==> src/rtl/l2_bus_pkg.sv <==
// Shared definitions for the L2 shared-bus controller: operation codes,
// snoop response codes and the transaction FSM state encoding.
// No ports (package).
package l2_bus_pkg;

  localparam logic [7:0] OP_READ       = 8'h01;
  localparam logic [7:0] OP_WRITE      = 8'h02;
  localparam logic [7:0] OP_RWIM       = 8'h03;
  localparam logic [7:0] OP_INVALIDATE = 8'h04;

  localparam logic [1:0] SNP_NOHIT = 2'b00;
  localparam logic [1:0] SNP_HIT   = 2'b01;
  localparam logic [1:0] SNP_HITM  = 2'b10;

  typedef enum logic [2:0] {
    IDLE  = 3'd0,
    ADDR  = 3'd1,
    SNOOP = 3'd2,
    DATA  = 3'd3,
    DONE  = 3'd4
  } state_e;

endpackage

==> src/rtl/shared_bus_controller_if.sv <==
// Bundle of requester, shared-bus, snoop and memory handshake signals.
//   slave  : the controller's view (requests/snoop/ready in, bus/grant out)
//   master : the environment's view (requesters, snoop agents, memory)
// Signals: req_i, op_i, addr_i (per-requester, packed slices), gnt_o,
//   bus_valid_o, bus_op_o, bus_addr_o, snoop_i, mem_ready_i, done_o,
//   snoop_res_o, error_o, busy_o.
interface shared_bus_controller_if #(
  parameter int NUM_REQ = 4,
  parameter int ADDR_W  = 32,
  parameter int OP_W    = 8
);
  logic [NUM_REQ-1:0]        req_i;
  logic [NUM_REQ*OP_W-1:0]   op_i;
  logic [NUM_REQ*ADDR_W-1:0] addr_i;
  logic [NUM_REQ-1:0]        gnt_o;
  logic                      bus_valid_o;
  logic [OP_W-1:0]           bus_op_o;
  logic [ADDR_W-1:0]         bus_addr_o;
  logic [1:0]                snoop_i;
  logic                      mem_ready_i;
  logic                      done_o;
  logic [1:0]                snoop_res_o;
  logic                      error_o;
  logic                      busy_o;

  modport slave (
    input  req_i, op_i, addr_i, snoop_i, mem_ready_i,
    output gnt_o, bus_valid_o, bus_op_o, bus_addr_o, done_o, snoop_res_o,
           error_o, busy_o
  );

  modport master (
    output req_i, op_i, addr_i, snoop_i, mem_ready_i,
    input  gnt_o, bus_valid_o, bus_op_o, bus_addr_o, done_o, snoop_res_o,
           error_o, busy_o
  );
endinterface

==> src/rtl/rr_arbiter.sv <==
// Round-robin arbiter: combinational one-hot pick of the first set request
// at or after the pointer (wrapping), plus the pointer register, which
// advances to winner+1 when en_i accepts a pick.
// Ports: clk, reset (async, active-high), req_i, en_i, gnt_o (one-hot),
//   winner_o (index of gnt_o), any_o (some request present).
module rr_arbiter #(
  parameter  int NUM_REQ = 4,
  localparam int PTR_W   = $clog2(NUM_REQ)
) (
  input  logic               clk,
  input  logic               reset,
  input  logic [NUM_REQ-1:0] req_i,
  input  logic               en_i,
  output logic [NUM_REQ-1:0] gnt_o,
  output logic [PTR_W-1:0]   winner_o,
  output logic               any_o
);

  logic [PTR_W-1:0] ptr_q, ptr_d;
  logic [PTR_W:0]   sum;
  logic [PTR_W-1:0] idx;

  always_comb begin
    gnt_o    = '0;
    winner_o = '0;
    any_o    = 1'b0;
    sum      = '0;
    idx      = '0;
    for (int k = 0; k < NUM_REQ; k++) begin
      // ptr + k modulo NUM_REQ; both terms are < NUM_REQ so one subtract suffices
      sum = {1'b0, ptr_q} + (PTR_W+1)'(k);
      if (sum >= (PTR_W+1)'(NUM_REQ)) sum = sum - (PTR_W+1)'(NUM_REQ);
      idx = sum[PTR_W-1:0];
      if (!any_o && req_i[idx]) begin
        any_o      = 1'b1;
        winner_o   = idx;
        gnt_o[idx] = 1'b1;
      end
    end
    ptr_d = (winner_o == PTR_W'(NUM_REQ-1)) ? '0 : winner_o + PTR_W'(1);
  end

  always_ff @(posedge clk or posedge reset) begin
    if (reset)              ptr_q <= '0;
    else if (en_i && any_o) ptr_q <= ptr_d;
  end

endmodule

==> src/rtl/shared_bus_controller.sv <==
// Shares the snooped L2 bus among NUM_REQ requesters. A round-robin pick in
// IDLE captures the winner's op/address, then the FSM runs ADDR (address
// phase on the bus), SNOOP (SNOOP_CYCLES cycles merging snoop_i by
// HITM > HIT > NOHIT), DATA (only for READ/WRITE/RWIM, waits for
// mem_ready_i or times out) and DONE (one-cycle completion pulse).
// Ports: clk, reset (async, active-high), bus (shared_bus_controller_if.slave).
module shared_bus_controller
  import l2_bus_pkg::*;
#(
  parameter  int NUM_REQ      = 4,
  parameter  int ADDR_W       = 32,
  parameter  int OP_W         = 8,
  parameter  int SNOOP_CYCLES = 2,
  parameter  int TIMEOUT      = 64,
  localparam int PTR_W        = $clog2(NUM_REQ)
) (
  input logic                     clk,
  input logic                     reset,
  shared_bus_controller_if.slave  bus
);

  state_e              state_q, state_d;
  logic [NUM_REQ-1:0]  gnt_q, gnt_d;
  logic [OP_W-1:0]     op_q, op_d;
  logic [ADDR_W-1:0]   addr_q, addr_d;
  logic [1:0]          snp_q, snp_d;
  logic                err_q, err_d;
  logic [7:0]          cnt_q, cnt_d;

  logic [NUM_REQ-1:0]  arb_gnt;
  logic [PTR_W-1:0]    arb_win;
  logic                arb_any;
  logic                arb_en;

  function automatic logic [1:0] snoop_merge(input logic [1:0] acc,
                                             input logic [1:0] smp);
    // reserved 2'b11 counts as HITM, so any set MSB means HITM
    if (acc == SNP_HITM || smp[1])        return SNP_HITM;
    if (acc == SNP_HIT  || smp == SNP_HIT) return SNP_HIT;
    return SNP_NOHIT;
  endfunction

  function automatic logic has_data(input logic [OP_W-1:0] op);
    return (op == OP_W'(OP_READ)) || (op == OP_W'(OP_WRITE)) ||
           (op == OP_W'(OP_RWIM));
  endfunction

  rr_arbiter #(.NUM_REQ(NUM_REQ)) u_arb (
    .clk      (clk),
    .reset    (reset),
    .req_i    (bus.req_i),
    .en_i     (arb_en),
    .gnt_o    (arb_gnt),
    .winner_o (arb_win),
    .any_o    (arb_any)
  );

  always_comb begin
    state_d = state_q;
    gnt_d   = gnt_q;
    op_d    = op_q;
    addr_d  = addr_q;
    snp_d   = snp_q;
    err_d   = err_q;
    cnt_d   = cnt_q;
    arb_en  = 1'b0;
    case (state_q)
      IDLE: begin
        if (arb_any) begin
          arb_en  = 1'b1;
          gnt_d   = arb_gnt;
          op_d    = bus.op_i[arb_win*OP_W +: OP_W];
          addr_d  = bus.addr_i[arb_win*ADDR_W +: ADDR_W];
          snp_d   = SNP_NOHIT;
          err_d   = 1'b0;
          cnt_d   = '0;
          state_d = ADDR;
        end
      end
      ADDR: begin
        cnt_d   = '0;
        state_d = SNOOP;
      end
      SNOOP: begin
        snp_d = snoop_merge(snp_q, bus.snoop_i);
        if (cnt_q == 8'(SNOOP_CYCLES-1)) begin
          cnt_d   = '0;
          state_d = has_data(op_q) ? DATA : DONE;
        end else begin
          cnt_d = cnt_q + 8'd1;
        end
      end
      DATA: begin
        // ready has priority over a timeout expiring in the same cycle
        if (bus.mem_ready_i) begin
          state_d = DONE;
        end else if (cnt_q == 8'(TIMEOUT-1)) begin
          err_d   = 1'b1;
          state_d = DONE;
        end else begin
          cnt_d = cnt_q + 8'd1;
        end
      end
      DONE: begin
        gnt_d   = '0;
        state_d = IDLE;
      end
      default: state_d = IDLE;
    endcase
  end

  always_ff @(posedge clk or posedge reset) begin
    if (reset) begin
      state_q <= IDLE;
      gnt_q   <= '0;
      op_q    <= '0;
      addr_q  <= '0;
      snp_q   <= SNP_NOHIT;
      err_q   <= 1'b0;
      cnt_q   <= '0;
    end else begin
      state_q <= state_d;
      gnt_q   <= gnt_d;
      op_q    <= op_d;
      addr_q  <= addr_d;
      snp_q   <= snp_d;
      err_q   <= err_d;
      cnt_q   <= cnt_d;
    end
  end

  assign bus.gnt_o       = gnt_q;
  assign bus.bus_valid_o = (state_q == ADDR);
  assign bus.bus_op_o    = (state_q != IDLE) ? op_q : '0;
  assign bus.bus_addr_o  = (state_q != IDLE) ? addr_q : '0;
  assign bus.done_o      = (state_q == DONE);
  assign bus.snoop_res_o = (state_q == DONE) ? snp_q : SNP_NOHIT;
  assign bus.error_o     = (state_q == DONE) && err_q;
  assign bus.busy_o      = (state_q != IDLE);

endmodule
==> src/flat_wrapper.sv <==
// flat-port wrapper written by rule: the top's interface ports become plain ports
module shared_bus_controller_flat import l2_bus_pkg::*;
#(
  parameter  int NUM_REQ      = 4,
  parameter  int ADDR_W       = 32,
  parameter  int OP_W         = 8,
  parameter  int SNOOP_CYCLES = 2,
  parameter  int TIMEOUT      = 64,
  localparam int PTR_W        = $clog2(NUM_REQ)
)
  (clk, reset, bus_req_i, bus_op_i, bus_addr_i, bus_snoop_i, bus_mem_ready_i, bus_gnt_o, bus_bus_valid_o, bus_bus_op_o, bus_bus_addr_o, bus_done_o, bus_snoop_res_o, bus_error_o, bus_busy_o);
  shared_bus_controller_if #(.NUM_REQ(NUM_REQ), .ADDR_W(ADDR_W), .OP_W(OP_W)) bus_i ();
  input logic clk;
  input logic reset;
  input wire logic [$bits(bus_i.req_i)-1:0] bus_req_i;
  input wire logic [$bits(bus_i.op_i)-1:0] bus_op_i;
  input wire logic [$bits(bus_i.addr_i)-1:0] bus_addr_i;
  input wire logic [$bits(bus_i.snoop_i)-1:0] bus_snoop_i;
  input wire logic [$bits(bus_i.mem_ready_i)-1:0] bus_mem_ready_i;
  output wire logic [$bits(bus_i.gnt_o)-1:0] bus_gnt_o;
  output wire logic [$bits(bus_i.bus_valid_o)-1:0] bus_bus_valid_o;
  output wire logic [$bits(bus_i.bus_op_o)-1:0] bus_bus_op_o;
  output wire logic [$bits(bus_i.bus_addr_o)-1:0] bus_bus_addr_o;
  output wire logic [$bits(bus_i.done_o)-1:0] bus_done_o;
  output wire logic [$bits(bus_i.snoop_res_o)-1:0] bus_snoop_res_o;
  output wire logic [$bits(bus_i.error_o)-1:0] bus_error_o;
  output wire logic [$bits(bus_i.busy_o)-1:0] bus_busy_o;
  assign bus_i.req_i = bus_req_i;
  assign bus_i.op_i = bus_op_i;
  assign bus_i.addr_i = bus_addr_i;
  assign bus_i.snoop_i = bus_snoop_i;
  assign bus_i.mem_ready_i = bus_mem_ready_i;
  assign bus_gnt_o = bus_i.gnt_o;
  assign bus_bus_valid_o = bus_i.bus_valid_o;
  assign bus_bus_op_o = bus_i.bus_op_o;
  assign bus_bus_addr_o = bus_i.bus_addr_o;
  assign bus_done_o = bus_i.done_o;
  assign bus_snoop_res_o = bus_i.snoop_res_o;
  assign bus_error_o = bus_i.error_o;
  assign bus_busy_o = bus_i.busy_o;
  shared_bus_controller #(.NUM_REQ(NUM_REQ), .ADDR_W(ADDR_W), .OP_W(OP_W), .SNOOP_CYCLES(SNOOP_CYCLES), .TIMEOUT(TIMEOUT)) u_core (.clk(clk), .reset(reset), .bus(bus_i));
endmodule
==> config.mk <==
export PLATFORM = sky130hd
export DESIGN_NAME = shared_bus_controller_flat
export DESIGN_NICKNAME = d
export VERILOG_FILES = /design/src/rtl/l2_bus_pkg.sv /design/src/rtl/shared_bus_controller_if.sv /design/src/rtl/rr_arbiter.sv /design/src/rtl/shared_bus_controller.sv /design/src/flat_wrapper.sv
export SDC_FILE = /design/constraint.sdc
export NUM_CORES = 1
export LEC_CHECK = 0
export BUFFER_PORTS_ARGS = -buffer_cell sky130_fd_sc_hd__buf_2
export CORE_UTILIZATION = 50
export DETAILED_ROUTE_END_ITERATION = 10
export GPL_TIMING_DRIVEN = 0
export PLACE_DENSITY = 0.85
export SYNTH_ARGS = -nofsm -noshare
export SYNTH_HDL_FRONTEND = slang
export SYNTH_SLANG_ARGS = --single-unit
==> constraint.sdc <==
create_clock -name clk -period 5.1 [get_ports clk]
set_clock_uncertainty 0.2 [all_clocks]
set_input_delay 1.02 -clock clk [delete_from_list [all_inputs] [get_ports clk]]
set_output_delay 1.02 -clock clk [all_outputs]
set_load 0.1 [all_outputs]
==> metrics.cfg <==
[worst_setup_path]
cp_cell_sequence=clkbuf_1 > nor3_1 > inv_1 > clkbuf_1 > and2_1 > buf_2
r2r_setup_slack_ns=1.88
rr_worst_depth=9
start_kind=register
critPathMaxFanout=10
path_delay_family=buffers and inverters
crit_type=register to output port
crit_slowest_cell=buf_2
reg2reg_to=u_core.op_q[0]
cp.required_ns=3.88
cpMostUsedCell=clkbuf_1
worstPathArrival_ns=2.37
slowest_delay_ns=0.44
worst-path-buf-inv=4
reg2reg_from=u_core.u_arb.ptr_q[0]
critPathCaptureType=output port

[routing]
detail_route.iter0.violations=160
routed_via_density=5.64
wl_per_cell_um=16.7
wirelength_um=13000
drc=0
drt-pass1-iter-count=4
vias=4367
drtAntennaViolNets=0

[placement]
gp_congestion=0.873
dp_hpwl_um=10100
io_buffers=218
dp.cells=759

[worst_hold_path]
hold_depth=2
holdCritStartpoint=u_core.addr_q[31]
min_path_type=register to register
hold_end=u_core.addr_q[31]

[timing]
hold_viol=0
maxSlewHeadroom_pct=49.3
clock.fmax_mhz=279
rsz0062_at_grt=false
fin_setup_tns_ns=0
post-route-period-util_pct=70.4
slew_viol_final=0
period_minus_slack_ns=3.59
tightest_slew_ns=0.753
setup_viol=0

[yosys]
yosysTopAreaCell=dfrtp_1
syn_nets=614
syn-instance-count=435
async_reset_ff_share_pct=100
synth_area_um2=4310
synth_ff_type=dfrtp_1
yosysWarnings=0
synth.area.top_cells=dfrtp_1 (35%), mux2i_1 (19%), o221ai_1 (8.1%), and2_1 (5.8%), nand2_1 (4.4%)
avgSynthCellArea_um2=9.91
synth_cell_types=44
synth.top_cell.area_share_pct=34.8
ys_seq_area_share_pct=34.8
synth_edf_count=0
synth-seq-cells=60

[floorplan]
coreArea_um2=8300
rows=33
dieArea_um2=9000
start_util_pct=52.0
chipHeight_um=94.9
ios=219
die_width_um=94.9

[job]
drv_cap=0

[grt]
globalRouteOverflowTotal=0
grt_pass1_wl_um=19400
first_global_vias=4033
grt_max_degree=40
antenna_found_initial=0
grtUsageTotal_pct=28.2

[layout]
layout-drive-gt1-share_pct=38.1
final_cells=774
num-fill-cells=680
area_delta_synth_final_pct=33.5
diodes=0
fin_nets=844

[clocking]
numClockSinks=60
path_clk_slew_ns=0.07
clk_latency_ns=0.33
cts_tree=yes
holdBufCountCts=0
cts_buffers=9
clock-root-buffer=clkbuf_8
cts_resized=0
post_cts_buffers=0
h-tree-depth=3
clk_path_buf_depth=2

[run_status]
status=finished clean

-- flip-flops by register name, summed over array words and instances (netlist names) --
signal / flops
u_core.cnt_q: 8
u_core.u_arb.ptr_q: 2
u_core.op_q: 8
u_core.state_q: 3
u_core.bus.gnt_o: 4
u_core.err_q: 1
u_core.snp_q: 2
u_core.addr_q: 32
-- cells in the final DEF (no fill, tap or decap), types with 2 or more instances in the layout --
cell,Yosys,layout
buf_2,1,219
a22o_1,2,2
nand2_1,50,50
o221ai_1,40,40
mux2_2,2,2
nand3_1,5,5
nor3b_1,2,2
mux4_2,2,2
clkbuf_1,20,22
dfrtp_1,60,60
clkbuf_8,0,12
nor2b_1,4,4
nor4_1,5,5
mux4_1,2,2
and3_1,4,4
nand2b_1,3,3
ha_1,10,10
nor3_1,4,4
nor2_1,20,20
a221oi_1,4,4
a21oi_1,13,13
mux2i_1,82,82
and2_1,40,40
a221o_1,5,5
o21ai_0,12,12
inv_1,11,10
o31ai_1,4,4
buf_6,2,2
o21ai_2,2,2
buf_12,9,10
-- worst max-delay path by stage --
stage	start	to	cells after the start
finish	u_core.state_q[1]	bus_bus_addr_o[10]	6
floorplan	u_core.state_q[0]	bus_bus_valid_o	2
global placement	reset	u_core.snp_q[1]	2
detailed placement	bus_req_i[3]	u_core.op_q[0]	6
CTS	u_core.state_q[1]	bus_bus_addr_o[30]	6
global route	u_core.state_q[2]	bus_bus_addr_o[19]	6
-- synthesized netlist by cell type (9+ instances only) --
cell      number
o221ai_1      40
o21ai_0       12
mux2i_1       82
nand2_1       50
and2_1        40
dfrtp_1       60
inv_1         11
buf_12         9
nor2_1        20
clkbuf_1      20
ha_1          10
a21oi_1       13
-- worst register-to-register path, stage by stage (launching register included) --
cell,delay (ns)
dfrtp_1,0.50
buf_6,0.20
inv_1,0.15
ha_1,0.42
nand2_1,0.07
a21o_1,0.18
a21oi_1,0.35
nand2b_1,0.24
clkbuf_1,0.52
o221ai_1,0.23
-- stage by stage --
stage | hold slack, ns | setup WS, ns | utilization, % | instance area (um^2)
global route | 0.297 | 1.34 | 69.4 | 5760
CTS | 0.282 | 1.53 | 69.4 | 5760
floorplan | 0.248 | 1.01 | - | 4310
global placement | 0.261 | 1.69 | 66.7 | 5530
finish | 0.278 | 1.51 | 69.4 | 5760
detailed placement | 0.265 | 1.65 | 66.9 | 5550
-- logic make-up (layout without fill, tap and decap cells) --
logic type	count (synthesis)	after routing	synth area share, %
AO/OA/AOI/OAI	90	90	15.9
XOR/XNOR	1	1	0.203
adder cells (fa/ha/maj)	11	11	3.13
buffers and inverters	43	277	7.52
flip-flops	60	60	34.8
multiplexers	88	88	21.8
AND/OR/NAND/NOR	142	142	16.6
-- per-layer routing --
layer / share of wire, % / track usage, %
met4: 1.7 / 9.47
met1: 39 / 33.6
met5: 0 / 0
met2: 52 / 50.2
met3: 7.0 / 5.88
-- layout make-up --
cell class,count,area (um^2),share of cell area (%)
inverters,11,41.3,0.717
well taps,105,131,2.28
repair buffers,219,1110,19.3
multi-input cells,332,2490,43.2
plain buffers,32,283,4.91
clock inverters,1,30.0,0.522
clock buffers,14,173,3.00
flip-flops and latches,60,1500,26.1
Power is not shown: default switching activity piles up to over one toggle a cycle in this logic, so the estimate is an artifact.
